## src/rtl/uart_receiver.sv

```systemverilog
// uart_receiver: oversampled 8-bit UART receiver with optional parity and stop-bit checking.
// Bits are sampled mid-period from a synchronized copy of the line.
module uart_receiver #(
   parameter int OVERSAMPLE  = 16,
   parameter int SYNC_STAGES = 2
) (
   input  logic       clk,
   input  logic       rst_n,
   input  logic       clk_tick,
   input  logic       i_rx,
   input  logic       parity_en,
   input  logic       parity_odd,
   output logic [7:0] o_data_byte,
   output logic       o_data_valid,
   output logic       o_active,
   output logic       o_parity_err,
   output logic       o_frame_err
);
   localparam int CW = $clog2(OVERSAMPLE);
   localparam logic [CW-1:0] HALF_M1 = CW'(OVERSAMPLE / 2 - 1);
   localparam logic [CW-1:0] FULL_M1 = CW'(OVERSAMPLE - 1);

   typedef enum logic [2:0] {IDLE, START, DATA, PARITY, STOP, WAIT_IDLE} state_t;

   state_t                 state_q;
   logic [SYNC_STAGES-1:0] sync_q;
   logic [SYNC_STAGES-1:0] vld_q;
   logic                   armed_q;
   logic                   prev_q;
   logic [CW-1:0]          cnt_q;
   logic [2:0]             idx_q;
   logic [7:0]             shift_q;
   logic                   pbit_q;
   logic                   pen_q;
   logic                   podd_q;
   logic [7:0]             data_q;
   logic                   valid_q;
   logic                   active_q;
   logic                   perr_q;
   logic                   ferr_q;

   logic          rx_s;
   logic          end_tick;
   logic [7:0]    shift_d;
   logic          perr_d;
   logic [CW-1:0] cnt_d;

   assign rx_s     = sync_q[SYNC_STAGES-1];
   assign end_tick = clk_tick && (cnt_q == ((state_q == START) ? HALF_M1 : FULL_M1));
   assign cnt_d    = end_tick ? '0 : cnt_q + CW'(1);
   assign shift_d  = {rx_s, shift_q[7:1]};
   assign perr_d   = pen_q && ((^shift_q ^ pbit_q) != podd_q);

   // armed_q blocks the artificial 1->0 seen when a low line flushes the reset-high synchronizer
   always_ff @(posedge clk or negedge rst_n) begin
      if (!rst_n) begin
         state_q  <= IDLE;
         sync_q   <= '1;
         vld_q    <= '0;
         armed_q  <= 1'b0;
         prev_q   <= 1'b1;
         cnt_q    <= '0;
         idx_q    <= '0;
         shift_q  <= '0;
         pbit_q   <= 1'b0;
         pen_q    <= 1'b0;
         podd_q   <= 1'b0;
         data_q   <= '0;
         valid_q  <= 1'b0;
         active_q <= 1'b0;
         perr_q   <= 1'b0;
         ferr_q   <= 1'b0;
      end else begin
         sync_q[0] <= i_rx;
         vld_q[0]  <= 1'b1;
         for (int k = 1; k < SYNC_STAGES; k++) begin
            sync_q[k] <= sync_q[k-1];
            vld_q[k]  <= vld_q[k-1];
         end
         if (vld_q[SYNC_STAGES-1] && rx_s) armed_q <= 1'b1;
         prev_q  <= rx_s;
         valid_q <= 1'b0;
         perr_q  <= 1'b0;
         ferr_q  <= 1'b0;
         if (clk_tick && state_q != IDLE && state_q != WAIT_IDLE) cnt_q <= cnt_d;
         case (state_q)
            IDLE: if (armed_q && prev_q && !rx_s) begin
               state_q  <= START;
               cnt_q    <= '0;
               active_q <= 1'b1;
               pen_q    <= parity_en;
               podd_q   <= parity_odd;
            end
            START: if (end_tick) begin
               state_q  <= rx_s ? IDLE : DATA;
               active_q <= !rx_s;
               idx_q    <= '0;
            end
            DATA: if (end_tick) begin
               shift_q <= shift_d;
               idx_q   <= idx_q + 3'd1;
               if (idx_q == 3'd7) state_q <= pen_q ? PARITY : STOP;
            end
            PARITY: if (end_tick) begin
               pbit_q  <= rx_s;
               state_q <= STOP;
            end
            STOP: if (end_tick) begin
               valid_q  <= 1'b1;
               data_q   <= shift_q;
               perr_q   <= perr_d;
               ferr_q   <= !rx_s;
               state_q  <= rx_s ? IDLE : WAIT_IDLE;
               active_q <= !rx_s;
            end
            WAIT_IDLE: if (rx_s) begin
               state_q  <= IDLE;
               active_q <= 1'b0;
            end
            default: state_q <= IDLE;
         endcase
      end
   end

   assign o_data_byte  = data_q;
   assign o_data_valid = valid_q;
   assign o_active     = active_q;
   assign o_parity_err = perr_q;
   assign o_frame_err  = ferr_q;
endmodule

```

## config.mk

```make
export PLATFORM = sky130hd
export DESIGN_NAME = uart_receiver
export DESIGN_NICKNAME = d
export VERILOG_FILES = /design/src/rtl/uart_receiver.sv
export SDC_FILE = /design/constraint.sdc
export NUM_CORES = 1
export LEC_CHECK = 0
export CAP_MARGIN = 30
export CORE_UTILIZATION = 55
export DETAILED_ROUTE_END_ITERATION = 8
export PLACE_DENSITY_LB_ADDON = 0.08
export SYNTH_ARGS = -nofsm -noshare
export SYNTH_HDL_FRONTEND = slang
export SYNTH_SLANG_ARGS = --single-unit
export TNS_END_PERCENT = 5
```

## constraint.sdc

```tcl
create_clock -name clk -period 2.3 [get_ports clk]
set_clock_uncertainty 0.05 [all_clocks]
set_input_delay 0.575 -clock clk [delete_from_list [all_inputs] [get_ports clk]]
set_output_delay 0.575 -clock clk [all_outputs]
set_load 0.02 [all_outputs]
```

==> results.md <==
- Delay of the slowest cell on the worst path: 0.61 ns
- Max frequency: 0.506 GHz
- Post-CTS Hold Buffers: 0
- Initial antenna violation count: 0
- Final nets: between 200 and 250
- P_int: 1.20 mW
- Crit-path cells: clkdlybuf4s50_1
- Worst Setup End Kind: output pin
- Die Width: just over 60 um
- Mux cell area share after synthesis: 0.0594
- Critical Path RT: 1.67 ns
- Number of global-route vias before repair: 1,337
- Logic pwr share: 0.281
- Die Ht: 60.7 um
- Clock slew at reported path FFs: between 0.1 and 0.15 ns
- Layout cells sized above 1: 0.169
- NetSw: 0.643 mW
- Adder-Cell Fraction of Synth Area: 0.0198
- Status: complete, no violations
- Leak: ~1.0 nW
- # setup viols final: 0
- Worst min path class: primary input to asynchronous set/reset pin
- Die ar.: 3690 um2
- Drt first-iter violations: 63
- Sink Count: 39
- CP max stage cell: clkdlybuf4s50_1
- Maximum vdd drop: 0.444 mV
- H-tree levels: 2
- Rows: 20
- Placed Area: around 2100 um2
- Post-Syn Instances: 184
- DRC violation count after routing: 0
- Worst reg-to-reg setup slack: 0.42 ns
- CP startpoint kind: flop
- Routed length per instance: 13.6 um
- # resized after CTS: 0
- GRT Resource Usage Total: 0.219
- Gr ovfl total: 0
- Top Family by Delay on Critical Path: buffers and inverters
- Antenna cells: 0
- Hold Violations, Final: 0
- Yosys warning total: 0
- Main combinational cell family by area after synthesis: simple AND/OR/NAND/NOR gates
- RSZ-0062 raised after global routing: false
- Fin area: 2180 um2
- XOR/XNOR share of the synthesized area: 0.0601
- Crit Path Category: flop to output pin
- Root Driver: clkbuf_4
- CTS tree: yes
- Final total power: 1.84 mW
- Clk pwr share: 0.217
- Area grow syn2layout: 15.2%
- Worst path buffer plus inverter count: 1
- Largest net degree at the start of global routing: 40
- Detail Route Antenna Nets: 0
- CTS Buffer Depth: 2
- Fill cells: 265
- Synth Register Bits: 39
- FF-to-FF path depth: 6
- CP arrival: 1.35 ns
- Yosys cell types: 45
- Sequential share of the synthesized area: 0.517
- Worst Path Max Fanout: 3
- Worst reg2reg endpoint: cnt_q[3]
- Post-CTS setup buffers: 0
- Syn_nets: 193
- Gpl congestion: 0.851
- DRT Wirelength: 3.41 mm
- Via-to-Cell Ratio: about 5.5
- Part of the power in registers: 0.502
- Compound-cell area share of the yosys netlist: 0.0865
- Fin crit share: 0.859
- Final Critical Period: roughly 2.0 ns
- Post-DP HPWL: 2.35 mm
- Slew Limit Fails: 0
- Core area: 3150 um2
- Starting Density: 0.601
- Max Cap Viol: 0
- Slew @ Worst Pin: 0.831 ns
- Max_slew headroom: 0.446
- Port Buf Inserts: 17
- First-pass GRT wire length: 5.84 mm
- RR Startpoint: state_q[0]
- Post-Syn Area: 1900 um2
- Routed via count: between 1k and 1.5k
- Post-synthesis simple-gate area fraction: 0.221
- Mapped Avg Cell Area: slightly above 10 um2
- Total CTS buffers: 5
- Drt first pass iters: 4
- Pwr/cell area: about 840 nW/um2
- Clock Latency Late Sink: between 0.3 and 0.4 ns
- Hold WS: 0.255 ns
- Number of I/O pins: 18
- Switch share: 0.349
[sequential cells by signal, indices dropped and copies added (netlist names), 2 cells and up]
signal	count
state_q	3
sync_q	2
shift_q	8
cnt_q	4
o_data_byte	8
idx_q	3
vld_q	2
[cell type report]
class                   instances  area, um2  share of cell area
repair buffers                 23        210              0.0963
clock inverters                 1       7.51             0.00344
clock buffers                   7       65.1              0.0298
flip-flops and latches         39        980               0.449
well taps                      44       55.1              0.0252
inverters                       4       15.0             0.00688
multi-input cells             133        851               0.390
[power groups by stage]
stage               logic [mW]  clock network (mW)  registers [mW]
floorplan                0.495                   0           0.850
global placement         0.491                   0           0.929
detailed placement       0.515                   0           0.934
CTS                      0.520               0.422           0.921
global route             0.589               0.441           0.945
finish                   0.518               0.399           0.925
[per-stage QoR]
step / setup TNS (ns) / worst slack, ns / util / instances
after floorplan: 0 / 0.552 / - / 184
after global placement: 0 / 0.0115 / 0.669 / 243
after detailed placement: -0.162 / -0.0289 / 0.669 / 243
after CTS: 0 / 0.305 / 0.692 / 251
after global routing: 0 / 0.284 / 0.692 / 251
final: 0 / 0.324 / 0.692 / 251
[layout by cell type (no fill, tap or decap), drive strengths merged, types with 2 or more instances in the layout]
master	netlist	layout
mux2	10	10
xor2	3	3
clkdlybuf4s50	0	16
or3	4	4
dfstp	3	3
o22ai	4	4
nor2	18	18
nand2b	2	2
and3	2	2
nand4	2	2
nand2	37	37
a21o	2	2
dfrtp	36	36
a21oi	8	8
a31oi	2	2
clkbuf	1	7
nor3	2	2
nor2b	2	2
nand3	6	6
xnor2	10	10
buf	7	7
ha	3	3
o21ai	5	5
inv	4	4
[layer usage]
metal,vias to the layer above,global-route usage,share of wire
li1,662,-,-
met1,663,0.304,0.46
met2,56,0.331,0.46
met3,6,0.0618,0.065
met4,0,0.0747,0.013
met5,-,0,0
[cells in the mapped netlist (all sizes together)]
| cell | n | area share |
|---|---|---|
| o21a | 1 | 0.0040 |
| nand4b | 1 | 0.0046 |
| nor3b | 1 | 0.0066 |
| a21o | 2 | 0.0079 |
| o22a | 1 | 0.0046 |
| or2b | 1 | 0.0059 |
| nand3 | 6 | 0.022 |
| conb | 1 | 0.0020 |
| a31oi | 2 | 0.0066 |
| xnor2 | 10 | 0.046 |
| dfstp | 3 | 0.042 |
| nor4b | 1 | 0.0046 |
| o21ai | 5 | 0.015 |
| and3 | 2 | 0.0066 |
| clkbuf | 1 | 0.0020 |
| mux2 | 10 | 0.059 |
| dfrtp | 36 | 0.48 |
| nor2b | 2 | 0.0066 |
| nand2 | 37 | 0.073 |
| o2111ai | 1 | 0.0046 |
| or3 | 4 | 0.016 |
| o211ai | 1 | 0.0040 |
| nor3 | 2 | 0.0079 |
| nand4 | 2 | 0.0066 |
| inv | 4 | 0.0079 |
| buf | 7 | 0.024 |
| o22ai | 4 | 0.013 |
| nand3b | 1 | 0.0040 |
| nand2b | 2 | 0.0066 |
| nor2 | 18 | 0.050 |
| xor2 | 3 | 0.014 |
| ha | 3 | 0.020 |
| a221o | 1 | 0.0053 |
| a21oi | 8 | 0.021 |
[worst max path at each step]
stage	from	slack, ns	cells after the start	end
floorplan	cnt_q[0]	0.55	5	o_data_byte[0]
global placement	clk_tick	0.01	5	o_data_byte[5]
detailed placement	clk_tick	-0.03	5	o_data_byte[7]
CTS	o_active	0.31	1	o_active
global route	o_active	0.28	1	o_active
finish	o_active	0.32	1	o_active
[cells by family (layout without fill, tap and decap cells)]
group | Yosys count | in the layout
multiplexers | 10 | 10
adder cells (fa/ha/maj) | 3 | 3
other | 1 | 1
AND/OR/NAND/NOR | 80 | 80
flip-flops | 39 | 39
AO/OA/AOI/OAI | 26 | 26
XOR/XNOR | 13 | 13
buffers and inverters | 12 | 35
Power figures use the tool's default switching activity.
